File: src/rtl/lb_arbiter_pkg.sv
// Shared types for the two-master local-bus arbiter.
// Owner index, grant state and operation encodings live here.
package lb_arbiter_pkg;

  typedef enum logic {IDLE, GNT} state_t;
  typedef enum logic {OP_WR, OP_RD} op_t;
  typedef logic owner_t;

  localparam owner_t M0 = 1'b0;
  localparam owner_t M1 = 1'b1;

  // Watchdog counter must hold 0..TIMEOUT; keep at least one bit.
  function automatic int wdt_width(input int timeout);
    return (timeout < 1) ? 1 : $clog2(timeout + 1);
  endfunction

endpackage

File: src/rtl/lb_arb_wdt.sv
// Transaction watchdog: counts cycles of an outstanding grant and flags
// expiry in the TIMEOUT-1 count cycle. TIMEOUT = 0 disables it.
module lb_arb_wdt
  import lb_arbiter_pkg::*;
#(
  parameter int TIMEOUT = 256
) (
  input  logic clk,
  input  logic rst,
  input  logic clr,
  input  logic en,
  output logic expire
);

  generate
    if (TIMEOUT == 0) begin : g_off
      assign expire = 1'b0;
    end else begin : g_on
      localparam int CW = wdt_width(TIMEOUT);
      localparam logic [CW-1:0] LAST = CW'(TIMEOUT - 1);

      logic [CW-1:0] cnt_q, cnt_d;

      // Saturate at LAST; the arbiter leaves GNT in that cycle anyway.
      always_comb begin
        cnt_d = cnt_q;
        if (clr)
          cnt_d = '0;
        else if (en && (cnt_q != LAST))
          cnt_d = cnt_q + 1'b1;
      end

      always_ff @(posedge clk or posedge rst) begin
        if (rst) cnt_q <= '0;
        else     cnt_q <= cnt_d;
      end

      assign expire = en & (cnt_q == LAST);
    end
  endgenerate

endmodule

File: src/rtl/lb_arbiter.sv
// Two-master round-robin arbiter for one local-bus slave. Each grant covers
// exactly one write or read; a watchdog terminates transactions the slave drops.
module lb_arbiter
  import lb_arbiter_pkg::*;
#(
  parameter int                ADDR_W   = 16,
  parameter int                DATA_W   = 32,
  parameter int                STRB_W   = DATA_W / 8,
  parameter int                TIMEOUT  = 256,
  parameter logic [DATA_W-1:0] ERR_DATA = DATA_W'(32'hDEADDEAD)
) (
  input  logic              clk,
  input  logic              rst,
  // master 0
  input  logic [ADDR_W-1:0] m0_waddr,
  input  logic [DATA_W-1:0] m0_wdata,
  input  logic [STRB_W-1:0] m0_wstrb,
  input  logic              m0_wen,
  input  logic [ADDR_W-1:0] m0_raddr,
  input  logic              m0_ren,
  output logic              m0_wready,
  output logic              m0_rvalid,
  output logic [DATA_W-1:0] m0_rdata,
  output logic              m0_err,
  // master 1
  input  logic [ADDR_W-1:0] m1_waddr,
  input  logic [DATA_W-1:0] m1_wdata,
  input  logic [STRB_W-1:0] m1_wstrb,
  input  logic              m1_wen,
  input  logic [ADDR_W-1:0] m1_raddr,
  input  logic              m1_ren,
  output logic              m1_wready,
  output logic              m1_rvalid,
  output logic [DATA_W-1:0] m1_rdata,
  output logic              m1_err,
  // slave
  output logic [ADDR_W-1:0] lb_waddr,
  output logic [DATA_W-1:0] lb_wdata,
  output logic [STRB_W-1:0] lb_wstrb,
  output logic              lb_wen,
  input  logic              lb_wready,
  output logic [ADDR_W-1:0] lb_raddr,
  output logic              lb_ren,
  input  logic [DATA_W-1:0] lb_rdata,
  input  logic              lb_rvalid
);

  state_t state_q, state_d;
  owner_t owner_q, owner_d;
  owner_t ptr_q, ptr_d;
  op_t    op_q, op_d;

  logic              req0, req1, gnt, is_wr, own1;
  logic              done, expire, wr_cpl, rd_cpl;
  logic              sel_wen, sel_ren;
  logic [ADDR_W-1:0] sel_waddr, sel_raddr;
  logic [DATA_W-1:0] sel_wdata, cpl_rdata;
  logic [STRB_W-1:0] sel_wstrb;
  owner_t            win;

  assign req0  = m0_wen | m0_ren;
  assign req1  = m1_wen | m1_ren;
  assign gnt   = (state_q == GNT);
  assign is_wr = (op_q == OP_WR);
  assign own1  = (owner_q == M1);

  // Owner's request view
  assign sel_waddr = own1 ? m1_waddr : m0_waddr;
  assign sel_wdata = own1 ? m1_wdata : m0_wdata;
  assign sel_wstrb = own1 ? m1_wstrb : m0_wstrb;
  assign sel_wen   = own1 ? m1_wen   : m0_wen;
  assign sel_raddr = own1 ? m1_raddr : m0_raddr;
  assign sel_ren   = own1 ? m1_ren   : m0_ren;

  assign lb_waddr = gnt ? sel_waddr : '0;
  assign lb_wdata = gnt ? sel_wdata : '0;
  assign lb_wstrb = gnt ? sel_wstrb : '0;
  assign lb_raddr = gnt ? sel_raddr : '0;
  assign lb_wen   = gnt &  is_wr & sel_wen;
  assign lb_ren   = gnt & ~is_wr & sel_ren;

  // A real completion in the expiry cycle masks the watchdog.
  assign done = gnt & (is_wr ? lb_wready : lb_rvalid);

  lb_arb_wdt #(.TIMEOUT(TIMEOUT)) u_wdt (
    .clk    (clk),
    .rst    (rst),
    .clr    (~gnt),
    .en     (gnt & ~done),
    .expire (expire)
  );

  assign wr_cpl    = gnt &  is_wr & (lb_wready | expire);
  assign rd_cpl    = gnt & ~is_wr & (lb_rvalid | expire);
  assign cpl_rdata = lb_rvalid ? lb_rdata : ERR_DATA;

  assign m0_wready = wr_cpl & ~own1;
  assign m0_rvalid = rd_cpl & ~own1;
  assign m0_rdata  = (rd_cpl & ~own1) ? cpl_rdata : '0;
  assign m0_err    = expire & ~own1;
  assign m1_wready = wr_cpl &  own1;
  assign m1_rvalid = rd_cpl &  own1;
  assign m1_rdata  = (rd_cpl &  own1) ? cpl_rdata : '0;
  assign m1_err    = expire &  own1;

  // The pointer only advances when it actually settles a contended grant,
  // so a lone requester never steals the other master's next turn.
  assign win = (req0 & req1) ? ptr_q : owner_t'(req1);

  always_comb begin
    state_d = state_q;
    owner_d = owner_q;
    ptr_d   = ptr_q;
    op_d    = op_q;
    case (state_q)
      IDLE: begin
        if (req0 | req1) begin
          state_d = GNT;
          owner_d = win;
          op_d    = ((win == M1) ? m1_wen : m0_wen) ? OP_WR : OP_RD;
          if (req0 & req1) ptr_d = ~ptr_q;
        end
      end
      GNT: begin
        if (done | expire) state_d = IDLE;
      end
      default: state_d = IDLE;
    endcase
  end

  always_ff @(posedge clk or posedge rst) begin
    if (rst) begin
      state_q <= IDLE;
      owner_q <= M0;
      ptr_q   <= M0;
      op_q    <= OP_WR;
    end else begin
      state_q <= state_d;
      owner_q <= owner_d;
      ptr_q   <= ptr_d;
      op_q    <= op_d;
    end
  end

endmodule

File: config.mk
export PLATFORM = sky130hd
export DESIGN_NAME = lb_arbiter
export DESIGN_NICKNAME = d
export VERILOG_FILES = /design/src/rtl/lb_arbiter_pkg.sv /design/src/rtl/lb_arb_wdt.sv /design/src/rtl/lb_arbiter.sv
export SDC_FILE = /design/constraint.sdc
export NUM_CORES = 1
export LEC_CHECK = 0
export ABC_CLOCK_PERIOD_IN_PS = 2100
export CORE_AREA = 3 3 120 122
export CTS_CLUSTER_DIAMETER = 100
export DETAILED_ROUTE_END_ITERATION = 16
export DIE_AREA = 0 0 123 125
export GPL_ROUTABILITY_DRIVEN = 0
export GPL_TIMING_DRIVEN = 0
export SYNTH_ARGS = -nofsm -noshare
export SYNTH_HDL_FRONTEND = slang
export SYNTH_SLANG_ARGS = --single-unit
export TNS_END_PERCENT = 5
File: constraint.sdc
create_clock -name clk -period 2.1 [get_ports clk]
set_input_delay 0.525 -clock clk [delete_from_list [all_inputs] [get_ports clk]]
set_output_delay 0.525 -clock clk [all_outputs]
set_load 0.05 [all_outputs]
## Word-level counts from Yosys, hierarchy flattened

Cells that the tools add are included.

| storage, ports and cells | value |
|---|---|
| bits in registers | 13 |
| bits in latches | 0 |
| memories kept | 0 |
| output and inout port bits | 140 |
| logic and storage cells | 61 |
| ROM bits | 0 |
| bits in writable memories | 0 |

| operators by class | value |
|---|---|
| shift operators | 0 |
| add/sub/neg operators | 1 |
| div/mod/pow operators | 0 |
| equality and inequality tests | 3 |
| bitwise operators | 27 |
| multiplexer cells | 22 |
| multipliers | 0 |
| $lt $le $gt $ge | 0 |
| reduce and logical (&&, ||, !) cells | 3 |

Operators with widths:

| cell | count |
|---|---|
| $mux 32 | 5 |
| $mux 16 | 4 |
| $mux 9 | 2 |
| $and 1x1->1 | 16 |
| $add 9x1->9 const B | 1 |
| $eq 9x8->1 const B | 1 |
| $ne 9x8->1 const B | 1 |
| $mux 1 | 8 |
| $mux 4 | 2 |
| $or 1x1->1 | 6 |
| $not 1->1 | 5 |
| $reduce_and 3->1 | 1 |
| $ne 2x1->1 const B | 1 |
| $pmux 1 s2 | 1 |
| $reduce_and 2->1 | 1 |
| $logic_and 1x1->1 | 1 |

## Logic depth before layout (Yosys ltp)

| depth | value |
|---|---|
| depth in word-level cells | 9 |
| gate-level depth with buffers | 8 |
| depth with buffers taken out | 7 |

## Modules after synthesis

A second synthesis with hierarchy kept.

| unflattened totals | value |
|---|---|
| cell total of the unflattened synthesis | 349 |
| area, all modules | 2381.0 sq um |

By module, submodules not included:

| module | cells each | times used | area an instance (sq um) |
|---|---|---|---|
| lb_arbiter | 300 | 1 | 1894.3 |
| lb_arb_wdt | 49 | 1 | 486.7 |

## Worst setup path after synthesis

Ideal clock, no wire load.

| timing | value |
|---|---|
| path type | register -> output |
| start point | register u_wdt.g_on.cnt_q[2] |
| end point | output port m1_rdata[10] |
| setup slack | -667 ps |
| required time | 1575 ps |
| buffers on the path | 2 |
| cell stages (with the launch flop) | 8 |
| arrival | 2242 ps |
| cells stage by stage | dfrtp_1 > nand4_1 > nor3_1 > ha_1 > clkbuf_1 > o2111ai_1 > clkbuf_1 > nor2_1 |

| on the way | value |
|---|---|
| longest elaborated chain between the ends | 6 |

Ends and longest elaborated chain:

| element | line | RTL |
|---|---|---|
| start: declaration | lb_arb_wdt.sv:22 | `logic [CW-1:0] cnt_q, cnt_d;` |
| start signal: assignment | lb_arb_wdt.sv:35 | `else cnt_q <= cnt_d;` |
| $eq 9x8->1 | lb_arb_wdt.sv:38 | `assign expire = en & (cnt_q == LAST);` |
| $and 1x1->1 | lb_arb_wdt.sv:38 |  |
| $or 1x1->1 | lb_arbiter.sv:94 | `assign rd_cpl = gnt & ~is_wr & (lb_rvalid \| expire);` |
| $and 1x1->1 | lb_arbiter.sv:94 |  |
| $and 1x1->1 | lb_arbiter.sv:103 | `assign m1_rdata = (rd_cpl & own1) ? cpl_rdata : '0;` |
| $mux 32 | lb_arbiter.sv:103 |  |
| end: declaration | lb_arbiter.sv:34 | `output logic [DATA_W-1:0] m1_rdata,` |

No other way between the ends.

## Worst setup path after layout

| timing | value |
|---|---|
| start point | register u_wdt.g_on.cnt_q[1] |
| end point | output port m1_rdata[17] |

The elaborated chain is that of the path after synthesis.

==> metrics.txt <==
post-route cell area=6885 µm²; Net Switching=0.004896 W; Routed Antenna Nets=0; r2r startpoint=u_wdt.g_on.cnt_q[0]; r2r endpoint=u_wdt.g_on.cnt_q[3]; Sink Count=13; max cap viols=0; nets=864; vias per std cell=4.365; die area=approximately 15000 µm²; Reg area=325.3 µm²; clock network power share=0.045; post-DP HPWL=12.64 mm; Final Setup Violations=140; crit path time final=2.606 ns; final WL=15.30 mm; Die H=between 100 and 150 µm; Post-Syn Area=2280 µm²; Synth Instances=351; RSZ-0062 raised after global routing=yes; PwrDens=1173 nW/µm²; post-cts hold buffer count=0; Worst Reg-to-Reg Cells=9; min-delay src=ptr_q; gr usage total=0.1850; Core ar.=13300 µm²; TritonCTS Buffers=3; sequential share of power=0.046; Row Count=42; Max VDD drop=roughly 0.00068 V; status=finished with violations; LEAKAGE=approximately 2.9 nW; hold depth=1; Die X-Extent=123 µm; required time worst endpoint=roughly 1.6 ns; Min-Delay Endpoint=ptr_q; CP startpoint kind=register; Root Buffer=clkbuf_16; Clk Latency, worst-skew pair=0.24 ns; most frequent cells in the layout=clkdlybuf4s50_1, nor2_1, mux2i_1; Syn Nets=529; Tcrit/Tclk final=1.241; fmax=approximately 380 MHz; vias in the first global route=~4000; Pre-antenna DRT Iters=4; Worst Setup End Kind=output pin; Sw Ratio=0.6064; CP Max Fanout=5; gr ovfl total=0; reg2reg setup slack=-0.04 ns; pre-CTS setup slack=-1.120 ns; combinational share of power=0.908; Setup CP Type=reg -> out; Seq/Total Area, Yosys=0.1427; routed len/inst=17.73 µm; Worst Skew=0.002440 ns; DRC Markers=0; Slew @ Worst Pin=0.5171 ns; commonest non-fill, non-tap cell in the layout=clkdlybuf4s50_1; Area Overhead vs Synth=202.0%; Internal=approximately 0.0032 W; Slew headroom=0.6553; CTS tree=built; multi-input logic area=2325 µm²; input/output buffers=314; Avg Inst Size Synth=between 6 and 7 µm²; Starting Density=0.1715; first-pass GRT wire length=22.32 mm; I/O pin total=between 300 and 400; #FFs+latches synth=13; fillers=1283; clk slew on worst S/H paths=0.05 ns; layout cells sized above 1=0.3737; Detailed Route Iter0 Violations=a little under 100; YS warnings=0; H-tree Lvls=1; largest net degree at the start of global routing=14; Longest Clk Path Bufs=2; max-slew violations=0; final worst slack=-0.5061 ns; vias=3767; Post-Place Cell Area=6247 µm²; initial antenna violation count=2; Final Hold Viols=0; Worst Hold Class=reg -> reg; post-synthesis cell type count=29; failing checks=negative setup slack; CP arrival=2.08 ns
[kinds of logic (layout without fill, tap and decap cells)]
kind of cell / after synthesis / in the layout / share of synthesized area
multiplexers: 73 / 73 / 0.3227
AND/OR/NAND/NOR: 198 / 198 / 0.3749
buffers and inverters: 39 / 373 / 0.07629
other: 0 / 2 / 0
flip-flops: 13 / 13 / 0.1427
AO/OA/AOI/OAI: 25 / 25 / 0.06861
adder cells (fa/ha/maj): 2 / 2 / 0.01098
XOR/XNOR: 1 / 1 / 0.003843
[metrics by stage]
step	hold WS, ns	power, W	std cells	TNS [ns]	util
finish	0.5406	0.008074	863	-41.25	0.5179
global route	0.5484	0.008439	863	-50.79	0.5179
CTS	0.5268	0.007922	858	-55.72	0.5050
detailed placement	0.5208	0.007413	841	-108.85	0.4699
global placement	0.5006	0.007379	841	-102.54	0.4699
floorplan	0.4020	0.005152	351	-14.44	-
[layout make-up]
| cell class | instances | share of cell area |
|---|---|---|
| Tap cell | 176 | 0.03198 |
| Clock buffer | 4 | 0.01145 |
| Multi-Input combinational cell | 299 | 0.3376 |
| Antenna cell | 2 | 0.0007269 |
| Sequential cell | 13 | 0.04725 |
| Timing Repair Buffer | 331 | 0.5190 |
| Inverter | 9 | 0.005815 |
| Buffer | 29 | 0.04616 |
[worst max-delay path by stage]
stage,cells past startpoint,start,slack (ns),to
finish,9,u_wdt.g_on.cnt_q[1],-0.51,m1_rdata[17]
detailed placement,8,u_wdt.g_on.cnt_q[2],-1.12,m1_rdata[26]
floorplan,8,u_wdt.g_on.cnt_q[1],-0.23,m0_rvalid
global placement,8,u_wdt.g_on.cnt_q[2],-1.06,m1_rdata[26]
CTS,10,u_wdt.g_on.cnt_q[1],-0.52,m1_rdata[4]
global route,9,u_wdt.g_on.cnt_q[1],-0.58,m1_rdata[12]
[critical path, cell delays in order (launching register included)]
cell,delay [ns]
dfrtp_1,0.36
ha_2,0.19
nand2_2,0.05
nor3_2,0.18
ha_2,0.29
o2111ai_4,0.16
buf_12,0.19
clkbuf_16,0.16
nor2_4,0.09
buf_8,0.16
[layer usage]
metal | vias up | global-route usage | share of wire
met1 | 1714 | 0.2033 | 0.36
li1 | 1843 | - | -
met3 | 19 | 0.04336 | 0.087
met2 | 191 | 0.3503 | 0.53
met5 | - | 0 | 0
met4 | 0 | 0.04756 | 0.024
[sequential cells by signal, summed over array words and instances, names as in the netlist]
name and count:
own1 1, u_wdt.g_on.cnt_q 9, gnt 1, ptr_q 1, op_q 1
[power by group through the flow]
stage	Combinational (W)	Sequential, W	Clock, W
after CTS	0.00719	0.000371	0.000365
after global placement	0.00700	0.000377	0
after floorplan	0.00478	0.000367	0
after global routing	0.00768	0.000381	0.000375
final	0.00734	0.000374	0.000365
after detailed placement	0.00703	0.000381	0
[synthesized netlist by cell type]
cell type  instances  share of area
a21o_1             1         0.0033
a21oi_1           10          0.022
a311oi_1           1         0.0038
a31oi_1            1         0.0027
a41oi_1            1         0.0038
buf_2             10          0.022
buf_6              2         0.0099
clkbuf_1          18          0.030
dfrtp_1           13           0.14
ha_1               2          0.011
inv_1              8          0.013
inv_2              1         0.0016
mux2_4             1         0.0066
mux2i_1           72           0.32
nand2_1           15          0.025
nand2b_1           4          0.011
nand3_1            2         0.0044
nand3b_1           2         0.0066
nand4_1            1         0.0027
nor2_1           138           0.23
nor2b_1           22          0.060
nor3_1             6          0.013
nor4_1             1         0.0027
o2111ai_1          2         0.0077
o21ai_0            4         0.0088
o31ai_1            5          0.016
or3_1              2         0.0055
or4_1              5          0.016
xor2_1             1         0.0038
[timing repair]
action / 4_1_cts / 5_1_grt
setup buffers: 8 / 2
gates cloned: 5 / 2
gates resized for setup: 688 / 109
endpoints found under the setup margin: 140 / 145
pin swaps: 4 / 17
No activity file was read; power rests on OpenSTA's default activity.
==> variant (config.mk and constraints unchanged) <==
Change the parameter `ADDR_W` from 16 to 17.
--- a/src/rtl/lb_arbiter.sv
+++ b/src/rtl/lb_arbiter.sv
@@ -3,7 +3,7 @@
 module lb_arbiter
   import lb_arbiter_pkg::*;
 #(
-  parameter int                ADDR_W   = 16,
+  parameter int                ADDR_W   = 17,
   parameter int                DATA_W   = 32,
   parameter int                STRB_W   = DATA_W / 8,
   parameter int                TIMEOUT  = 256,
Ports: changed (6 resized); port bits go from 316 to 322. The function was not compared with the original's and may differ.
==> variant against the unedited design <==
The flow still finishes with violations (negative setup slack); critical path depth rose by 1; wire length increased by 1.8%; sequential cell count did not move; clock power rose by 2%; worst setup slack gained 0.010 ns; power rose by 2.8%; non-clock buffer count grew 10; cell area rose by 1.7%; synthesized area increased by 1.4%.
==> variant: results (changes against the unedited design) <==
| Metric | Value |
|---|---|
| Ys async rst share | `100% (unchanged)` |
| Register area share after synthesis | `14.1% (-0.19 points)` |
| Initial antenna violation count | `2 (unchanged)` |
| Share of cells above drive strength 1 | `38.3% (+0.97 points)` |
| Post-synthesis cell type count | `30 (+3.4%)` |
| Number of flip-flops under the largest register name | `9 (unchanged)` |
| Sum of net half-perimeters after detailed placement | `12.7 mm (+0.82%)` |
| Quantity of gates resized following cts | `749 (+8.9%)` |
| Violated checks | `negative setup slack` |
| Number of global-route vias before repair | `4151 (+4.1%)` |
| Worst-case reg-to-reg path depth | `9 (unchanged)` |
| Transition time at the pin with the least slew margin | `0.591 ns (+0.0740 ns)` |
| Post-CTS Setup Repair Bufs | `11 (+3)` |
| Leading cell types by count after synthesis | `nor2_1, mux2i_1, nor2b_1` |
| GRT Util Overall | `19.3% (+0.77 points)` |
| Average via count per standard cell | `4.35 (-0.39%)` |
| CTS hold repair buffers | `0 (unchanged)` |
| Worst setup slack for register-to-register paths | `0.03 ns (+0.07 ns)` |
| Top cells by area, synth | `mux2i_1, nor2_1, dfrtp_1, nor2b_1, clkbuf_1` |
| Iteration-0 DRC Markers | `70 (-29%)` |
| Number of detailed-routing iterations run before antenna repair | `4 (unchanged)` |
| Worst vdd ir | `0.900 mV (+32%)` |
| # nets final | `882 (+2.1%)` |
| Synth Net Count | `538 (+1.7%)` |
| Status | `finished with violations` |
| Average instance area after synthesis | `6.49 um^2 (about the same)` |
| I/O Buffers | `320 (+1.9%)` |
| Placed cell count | `852 (+1.3%)` |
| Root Driver | `clkbuf_16` |
| Area after detailed placement | `6340 um^2 (+1.5%)` |
| Leakage power of the design | `2.95 nW (+1.6%)` |
| Final count of negative-setup-slack endpoints | `118 (-16%)` |
| Power dissipated by switching net loads | `4.99 mW (+2.0%)` |
| First-pass GRT wire length | `23.3 mm (+4.5%)` |
| Clock Skew | `0.00444 ns (+0.00201 ns)` |
| Count of warnings emitted by yosys | `0 (unchanged)` |
| Critical-path maximum fanout | `9 (+4)` |
| Worst-skew pair later-pin latency | `0.25 ns` |
| Total wire length | `15.6 mm (+1.8%)` |
| Average wire per cell in the routed design | `17.8 um (+0.22%)` |
| Final worst-path setup slack | `-0.496 ns (+0.0103 ns)` |
[variant: changes by cell type in the layout (fill, tap and decap cells not counted), moves of 3 or more]
| cell | delta |
|---|---|
| buf_12 | -3 |
| buf_4 | +10 |
| buf_6 | +14 |
| buf_8 | -10 |
| clkbuf_16 | +3 |
| clkbuf_2 | -11 |
| clkbuf_4 | +5 |
| clkdlybuf4s50_1 | +5 |
| dlygate4sd2_1 | -7 |
[variant: power by group through the flow]
stage | logic (mW) | clock network, mW | registers, mW
final | 7.54 | 0.371 | 0.385
after global routing | 7.90 | 0.396 | 0.391
after CTS | 7.45 | 0.377 | 0.381
after detailed placement | 7.18 | 0 | 0.371
after global placement | 7.16 | 0 | 0.368
after floorplan | 4.89 | 0 | 0.359
[variant: worst max-delay path, stage by stage, from the launching register on]
cell and delay [ns]:
dfrtp_1 0.36, ha_2 0.20, nand2_2 0.05, nor3_2 0.12
ha_2 0.21, buf_8 0.12, o2111ai_4 0.14, buf_12 0.18
clkbuf_16 0.17, nor2_4 0.13, buf_8 0.15
[variant: metrics by stage]
stage / worst slack, ns / hold WS (ns) / setup TNS [ns] / util, %
floorplan: -0.227 / 0.402 / -21.42 / -
global placement: -1.06 / 0.506 / -114.56 / 47.7
detailed placement: -1.11 / 0.517 / -118.66 / 47.7
CTS: -0.512 / 0.528 / -48.30 / 51.9
global route: -0.588 / 0.554 / -49.57 / 52.7
finish: -0.496 / 0.530 / -38.34 / 52.7
[variant: routing by layer]
| metal | routed length [um] | vias up | global-route usage (%) |
|---|---|---|---|
| met5 | 0 | - | 0 |
| met4 | 362 | 0 | 5.67 |
| met3 | 1360 | 20 | 5.51 |
| met2 | 8370 | 193 | 36.5 |
| met1 | 5490 | 1731 | 20.2 |
| li1 | - | 1869 | - |
[variant: final cells by class]
type,count,area (um^2)
clock buffer,4,78.8
multi-input combinational,303,2340
antenna,2,5.00
buffer,30,328
sequential,13,327
inverter,9,40.0
tap,176,220
timing repair buffer,340,3660
fill,1223,6290
[variant: worst max path at each step]
stage	end	slack, ns	cells past startpoint
2_1_floorplan	m0_rvalid	-0.23	8
3_3_place_gp	m0_rdata[19]	-1.06	8
3_5_place_dp	m1_rdata[26]	-1.11	8
4_1_cts	m1_rdata[8]	-0.51	10
5_1_grt	m1_rdata[30]	-0.59	10
6_report	m1_rdata[30]	-0.50	10
[variant: logic make-up (layout without fill, tap and decap cells)]
logic type	Yosys count	in the layout	share of synthesized area, %
AOI/OAI and AO/OA	25	25	6.77
xor gates and xnor gates	1	1	0.379
and+or+nand+nor	200	200	37.3
muxes	75	75	32.7
DFF	13	13	14.1
adders and majority gates	2	2	1.08
other	0	2	0
buffers and inverters	40	383	7.69
